File: config.mk
export PLATFORM = sky130hd
export DESIGN_NAME = flag_unit_flat
export DESIGN_NICKNAME = d
export VERILOG_FILES = /design/src/rtl/flag_unit_if.sv /design/src/rtl/flag_unit.sv /design/src/flat_wrapper.sv
export SDC_FILE = /design/constraint.sdc
export NUM_CORES = 1
export LEC_CHECK = 0
export CORE_MARGIN = 4
export CORE_UTILIZATION = 31
export CTS_CLUSTER_SIZE = 8
export DETAILED_ROUTE_END_ITERATION = 10
export GPL_ROUTABILITY_DRIVEN = 0
export PLACE_DENSITY = 0.81
export SLEW_MARGIN = 5
export SYNTH_ARGS = -nofsm -noshare
export SYNTH_HDL_FRONTEND = slang
export SYNTH_SLANG_ARGS = --single-unit
File: constraint.sdc
create_clock -name clk -period 1.85 [get_ports clk]
set_clock_uncertainty 0.1 [all_clocks]
set_input_delay 0.555 -clock clk [delete_from_list [all_inputs] [get_ports clk]]
set_output_delay 0.555 -clock clk [all_outputs]
set_load 0.01 [all_outputs]
File: src/rtl/flag_unit_if.sv
// Flag-unit port bundle: EX-stage condition/flag inputs and resolved flag outputs.
// The pipeline drives through 'master'; flag_unit receives through 'slave'.
interface flag_unit_if #(
    parameter int unsigned WIDTH = 16
);
    logic             adv;
    logic             flush;
    logic             ex_valid;
    logic [1:0]       ex_cond;
    logic             ex_wr_c;
    logic             ex_wr_z;
    logic             ex_z_late;
    logic             ex_carry;
    logic [WIDTH-1:0] ex_result;
    logic [WIDTH-1:0] mem_rdata;
    logic             ex_exec;
    logic             carry_in;
    logic             flag_stall;
    logic             c_flag;
    logic             z_flag;

    modport master (
        output adv, flush, ex_valid, ex_cond, ex_wr_c, ex_wr_z, ex_z_late, ex_carry,
        output ex_result, mem_rdata,
        input  ex_exec, carry_in, flag_stall, c_flag, z_flag
    );

    modport slave (
        input  adv, flush, ex_valid, ex_cond, ex_wr_c, ex_wr_z, ex_z_late, ex_carry,
        input  ex_result, mem_rdata,
        output ex_exec, carry_in, flag_stall, c_flag, z_flag
    );
endinterface

File: src/rtl/flag_unit.sv
// C/Z condition-code unit with MEM/WB pending flag writes and EX predication.
// Define FLAG_FWD_EN to forward pending flags; otherwise EX stalls on any pending writer.
module flag_unit (
    input  logic      clk,
    input  logic      rst_n,
    flag_unit_if.slave bus
);

    typedef enum logic [1:0] {
        CondAlways = 2'b00,
        CondC      = 2'b01,
        CondZ      = 2'b10,
        CondCarry  = 2'b11
    } cond_e;

    typedef struct packed {
        logic valid;
        logic wr_c;
        logic wr_z;
        logic c;
        logic z;
    } entry_t;

    entry_t p1_q, p1_d, p2_q, p2_d;
    logic   p1_z_late_q, p1_z_late_d;
    logic   c_q, c_d, z_q, z_d;

    logic   p1_wc, p1_wz, p2_wc, p2_wz;
    logic   p1_z_now;
    logic   eff_c, eff_z;
    logic   exec, stall, capture;
    cond_e  cond;

    assign cond  = cond_e'(bus.ex_cond);
    assign p1_wc = p1_q.valid & p1_q.wr_c;
    assign p1_wz = p1_q.valid & p1_q.wr_z;
    assign p2_wc = p2_q.valid & p2_q.wr_c;
    assign p2_wz = p2_q.valid & p2_q.wr_z;

    // A load's Z only exists while it sits in P1, taken from the returning data.
    assign p1_z_now = p1_z_late_q ? (bus.mem_rdata == '0) : p1_q.z;

`ifdef FLAG_FWD_EN
    assign eff_c = p1_wc ? p1_q.c : (p2_wc ? p2_q.c : c_q);
    assign eff_z = p1_wz ? p1_z_now : (p2_wz ? p2_q.z : z_q);
    assign stall = bus.ex_valid & (cond == CondZ) & p1_wz & p1_z_late_q;
`else
    logic reads_c, reads_z;
    assign eff_c   = c_q;
    assign eff_z   = z_q;
    assign reads_c = (cond == CondC) | (cond == CondCarry);
    assign reads_z = (cond == CondZ);
    assign stall   = bus.ex_valid & ((reads_c & (p1_wc | p2_wc)) | (reads_z & (p1_wz | p2_wz)));
`endif

    always_comb begin
        exec = 1'b0;
        if (bus.ex_valid) begin
            unique case (cond)
                CondC:   exec = eff_c;
                CondZ:   exec = eff_z;
                default: exec = 1'b1;
            endcase
        end
    end

    assign capture = bus.ex_valid & exec & ~stall & ~bus.flush & (bus.ex_wr_c | bus.ex_wr_z);

    always_comb begin
        p1_d        = '0;
        p1_z_late_d = 1'b0;
        if (capture) begin
            p1_d.valid  = 1'b1;
            p1_d.wr_c   = bus.ex_wr_c;
            p1_d.wr_z   = bus.ex_wr_z;
            p1_d.c      = bus.ex_carry;
            p1_d.z      = bus.ex_z_late ? 1'b0 : (bus.ex_result == '0);
            p1_z_late_d = bus.ex_z_late;
        end
        p2_d   = p1_q;
        p2_d.z = p1_z_now;
        c_d    = p2_wc ? p2_q.c : c_q;
        z_d    = p2_wz ? p2_q.z : z_q;
    end

    always_ff @(posedge clk or negedge rst_n) begin
        if (!rst_n) begin
            p1_q        <= '0;
            p1_z_late_q <= 1'b0;
            p2_q        <= '0;
            c_q         <= 1'b0;
            z_q         <= 1'b0;
        end else if (bus.adv) begin
            p1_q        <= p1_d;
            p1_z_late_q <= p1_z_late_d;
            p2_q        <= p2_d;
            c_q         <= c_d;
            z_q         <= z_d;
        end
    end

    assign bus.ex_exec    = exec;
    assign bus.carry_in   = eff_c;
    assign bus.flag_stall = stall;
    assign bus.c_flag     = c_q;
    assign bus.z_flag     = z_q;

endmodule

File: src/flat_wrapper.sv
// flat-port wrapper written by rule: the top's interface ports become plain ports
module flag_unit_flat 
  (clk, rst_n, bus_adv, bus_flush, bus_ex_valid, bus_ex_cond, bus_ex_wr_c, bus_ex_wr_z, bus_ex_z_late, bus_ex_carry, bus_ex_result, bus_mem_rdata, bus_ex_exec, bus_carry_in, bus_flag_stall, bus_c_flag, bus_z_flag);
  flag_unit_if #(.WIDTH((16))) bus_i ();
  input  logic clk;
  input  logic rst_n;
  input wire logic [$bits(bus_i.adv)-1:0] bus_adv;
  input wire logic [$bits(bus_i.flush)-1:0] bus_flush;
  input wire logic [$bits(bus_i.ex_valid)-1:0] bus_ex_valid;
  input wire logic [$bits(bus_i.ex_cond)-1:0] bus_ex_cond;
  input wire logic [$bits(bus_i.ex_wr_c)-1:0] bus_ex_wr_c;
  input wire logic [$bits(bus_i.ex_wr_z)-1:0] bus_ex_wr_z;
  input wire logic [$bits(bus_i.ex_z_late)-1:0] bus_ex_z_late;
  input wire logic [$bits(bus_i.ex_carry)-1:0] bus_ex_carry;
  input wire logic [$bits(bus_i.ex_result)-1:0] bus_ex_result;
  input wire logic [$bits(bus_i.mem_rdata)-1:0] bus_mem_rdata;
  output wire logic [$bits(bus_i.ex_exec)-1:0] bus_ex_exec;
  output wire logic [$bits(bus_i.carry_in)-1:0] bus_carry_in;
  output wire logic [$bits(bus_i.flag_stall)-1:0] bus_flag_stall;
  output wire logic [$bits(bus_i.c_flag)-1:0] bus_c_flag;
  output wire logic [$bits(bus_i.z_flag)-1:0] bus_z_flag;
  assign bus_i.adv = bus_adv;
  assign bus_i.flush = bus_flush;
  assign bus_i.ex_valid = bus_ex_valid;
  assign bus_i.ex_cond = bus_ex_cond;
  assign bus_i.ex_wr_c = bus_ex_wr_c;
  assign bus_i.ex_wr_z = bus_ex_wr_z;
  assign bus_i.ex_z_late = bus_ex_z_late;
  assign bus_i.ex_carry = bus_ex_carry;
  assign bus_i.ex_result = bus_ex_result;
  assign bus_i.mem_rdata = bus_mem_rdata;
  assign bus_ex_exec = bus_i.ex_exec;
  assign bus_carry_in = bus_i.carry_in;
  assign bus_flag_stall = bus_i.flag_stall;
  assign bus_c_flag = bus_i.c_flag;
  assign bus_z_flag = bus_i.z_flag;
  flag_unit u_core (.clk(clk), .rst_n(rst_n), .bus(bus_i));
endmodule
==> summary.txt, run 1 <==
Routing
  • DR vias/cell: 4.92
  • Wire per inst: about 14 microns
  • Final WL: 2.09 mm
  • DR DRC count: 0
  • Routed Antenna Nets: 0
  • Routed vias: 748
  • Drt pass-1 iters: 4
  • Initial DRC count: 17

Logic synthesis
  • Most instantiated cells after synthesis: 13 x dfrtp_1, 7 x nor4_1, 6 x mux2_2, 5 x a22o_1, 5 x inv_1
  • Synth top area share: 0.463
  • Seq/Total Area, Yosys: 0.463
  • Syn_nets: 108
  • Synth Flop Type: dfrtp_1
  • Ranking of synthesized cells by area: dfrtp_1 46%, mux2_2 9.6%, a22o_1 6.2%
  • Synthesized cell area: between 700 and 800 sq um
  • Yosys cell types: 23
  • Ys Warns: 0
  • Syn_area_per_cell: 11.3 sq um
  • Post-synth EDFFs: 0
  • Post-synthesis cell count: 62
  • Synth area leader: dfrtp_1
  • Seq cells post-synth: 13
  • Most numerous cell in the Yosys netlist: dfrtp_1
  • Post-synth ARST share: 1.00

Finish
  • Design area: 1370 sq um
  • Filler instances: 165
  • Finished Core Util: 0.664
  • Layout cells sized above 1: 0.328
  • NumNets Final: 172
  • Area grow syn2layout: 95.2%
  • Antenna Cells: 0

Timing
  • Slew HR: 0.804
  • Unrepaired setup endpoints after global routing: yes
  • Setup violators final: 2
  • Min Tclk post-route: 2.04 ns
  • Final Hold Viols: 0
  • Fmax: 491 MHz
  • Pins Over Slew Limit: 0
  • Final Cycle Share: 1.10
  • Final Worst Setup Slack: -0.185 ns
  • Actual slew at the worst max-slew pin: 0.289 ns
  • TNS Setup: -0.296 ns
  • Hold WS: between 0.4 and 0.5 ns

Global routing
  • Total gr overflow: 0
  • First-pass GRT wire length: 3.51 mm
  • Vias in the first global route: 850
  • Initial antenna violation count: 0
  • Largest net degree at the start of global routing: 14
  • GRT Overall Usage: 0.142

Flow run
  • Total of max-cap violations: 0

Setup path
  • Crit path DAT: 1.38 ns
  • Crit end category: output port
  • Slowest stage cell, crit path: a221o_1
  • Startpoint Class: input port
  • Crit-path max FO: 3
  • Crit Path Class: in -> out
  • Family with the most delay on the worst path: buffers and inverters
  • Buf+Inv Stages, Crit Path: 4
  • Worst path max stage delay: 0.27 ns
  • CP cell instances: buf_8, inv_4, ha_4, a221o_1, nand2_2, inv_2, buf_6
  • Critical path data required time: 1.19 ns

Clocking
  • Clock Path Buffers: 2
  • CTS tree: built
  • CTS buffer count: 3
  • # H-tree levels: 1
  • Clock latency on the worst-skew pair: 0.27 ns
  • Clock-pin slew on the worst setup and hold paths: 0.08 ns
  • CTS Sinks: 13
  • CTS Root Cell: clkbuf_4

Power and ir drop
  • Power Total: 0.000664 W
  • Max VDD drop: between 300 and 400 uV
  • P_leak: a little over 0.6 nW
  • Pwr per Cell Area: ~480 nW/um^2

Floorplan
  • Die area: 3090 sq um
  • Initial Util: 0.340
  • Ports: 48
  • FP Rows: 16
  • Chip Width: 55.6 microns
  • Die Height: around 56 microns
  • Core area: 2060 sq um

Placed design
  • Final HPWL DP: 1.82 mm
  • IO buf count: 47
  • DP Area: between 1000 and 1500 sq um

Run status
  • Failing checks: negative setup slack
  • Status: finished with violations

Worst hold path
  • Hold Path Class: reg -> reg
## area by class of cell
type                    count  area [sq um]  area share
flip-flops and latches     13           325       0.237
well taps                  27          33.8      0.0247
clock buffers               4          26.3      0.0192
repair buffers             61           573       0.418
multi-input cells          41           382       0.279
inverters                   6          30.0      0.0219
## repair_timing
action	4_1_cts	5_1_grt
gates resized for setup	29	6
pin swaps	7	5
hold buffers	0	0
buffers inserted	2	0
setup endpoints to repair	11	7
## cells by family (layout without fill, tap and decap cells)
family                   after synthesis  after routing  share of synthesized area
adder cells (fa/ha/maj)                3              3                     0.0535
flip-flops                            13             13                      0.463
buffers and inverters                  8             71                     0.0660
AO/OA/AOI/OAI                         12             12                      0.139
AND/OR/NAND/NOR                       20             20                      0.182
multiplexers                           6              6                     0.0962
## power by group
group | internal [W] | switching, W | total (W)
clock | 0.0000835 | 0.0000960 | 0.000179
combinational | 0.000125 | 0.0000552 | 0.000180
sequential | 0.000296 | 0.00000945 | 0.000305
## worst paths after layout
check                               start           endpoint  slack, ns  cells after the start
min in group asynchronous           rst_n  u_core.bus.z_flag       0.48                      2
hold / removal             u_core.p2_q[0]     u_core.p2_q[0]       0.41                      1
setup reg to reg           u_core.p2_q[4]     u_core.p1_q[3]       0.22                      6
max in group asynchronous           rst_n     u_core.p2_q[4]       1.00                      2
setup / recovery           bus_ex_cond[0]        bus_ex_exec      -0.19                      7
hold reg to reg            u_core.p2_q[0]     u_core.p2_q[0]       0.41                      1
## placed cells by master (no fill, tap or decap)
| cell | n |
|---|---|
| buf_8 | 1 |
| buf_2 | 1 |
| clkbuf_4 | 3 |
| nor4b_1 | 1 |
| a21o_2 | 1 |
| and2_1 | 1 |
| a221o_1 | 1 |
| clkbuf_1 | 1 |
| nor2_1 | 3 |
| dlygate4sd2_1 | 4 |
| o22ai_2 | 1 |
| a22oi_2 | 2 |
| mux2_2 | 6 |
| nand3_1 | 2 |
| a22o_1 | 5 |
| inv_4 | 1 |
| buf_6 | 2 |
| or3_4 | 1 |
| nor2_4 | 1 |
| nor3_4 | 1 |
| inv_1 | 2 |
| o21ai_0 | 1 |
| o22a_1 | 1 |
| nand2_2 | 1 |
| nor4_1 | 7 |
| inv_6 | 1 |
| ha_1 | 1 |
| buf_4 | 14 |
| nand4_1 | 2 |
| clkdlybuf4s50_1 | 39 |
| dfrtp_1 | 13 |
| inv_2 | 2 |
| ha_4 | 2 |
## sequential cells by signal (all words and copies together) (netlist names)
register	cells
u_core.p2_q	5
u_core.p1_q	5
u_core.bus.c_flag	1
u_core.bus.z_flag	1
u_core.p1_z_late_q	1
## layer usage
| metal | GRT usage | vias to the layer above | share of wire |
|---|---|---|---|
| met5 | 0 | - | 0 |
| li1 | - | 360 | - |
| met2 | 0.279 | 33 | 0.56 |
| met1 | 0.136 | 353 | 0.35 |
| met4 | 0.0486 | 0 | 0.0057 |
| met3 | 0.0441 | 2 | 0.079 |
## stage by stage
step	setup WS, ns	std cells
3_3_place_gp	-0.997	146
4_1_cts	-0.201	152
3_5_place_dp	-1.04	146
2_1_floorplan	-0.0451	62
5_1_grt	-0.204	152
6_report	-0.185	152
No activity file was read; power rests on OpenSTA's default activity.
==> run 2, diff against run 1 <==
--- a/config.mk
+++ b/config.mk
@@ -5,6 +5,7 @@
 export SDC_FILE = /design/constraint.sdc
 export NUM_CORES = 1
 export LEC_CHECK = 0
+export ABC_AREA = 0
 export CORE_MARGIN = 4
 export CORE_UTILIZATION = 31
 export CTS_CLUSTER_SIZE = 8
==> results of run 2 <==
Same layout as run 1: the final DEF is identical, and so are final timing and power.
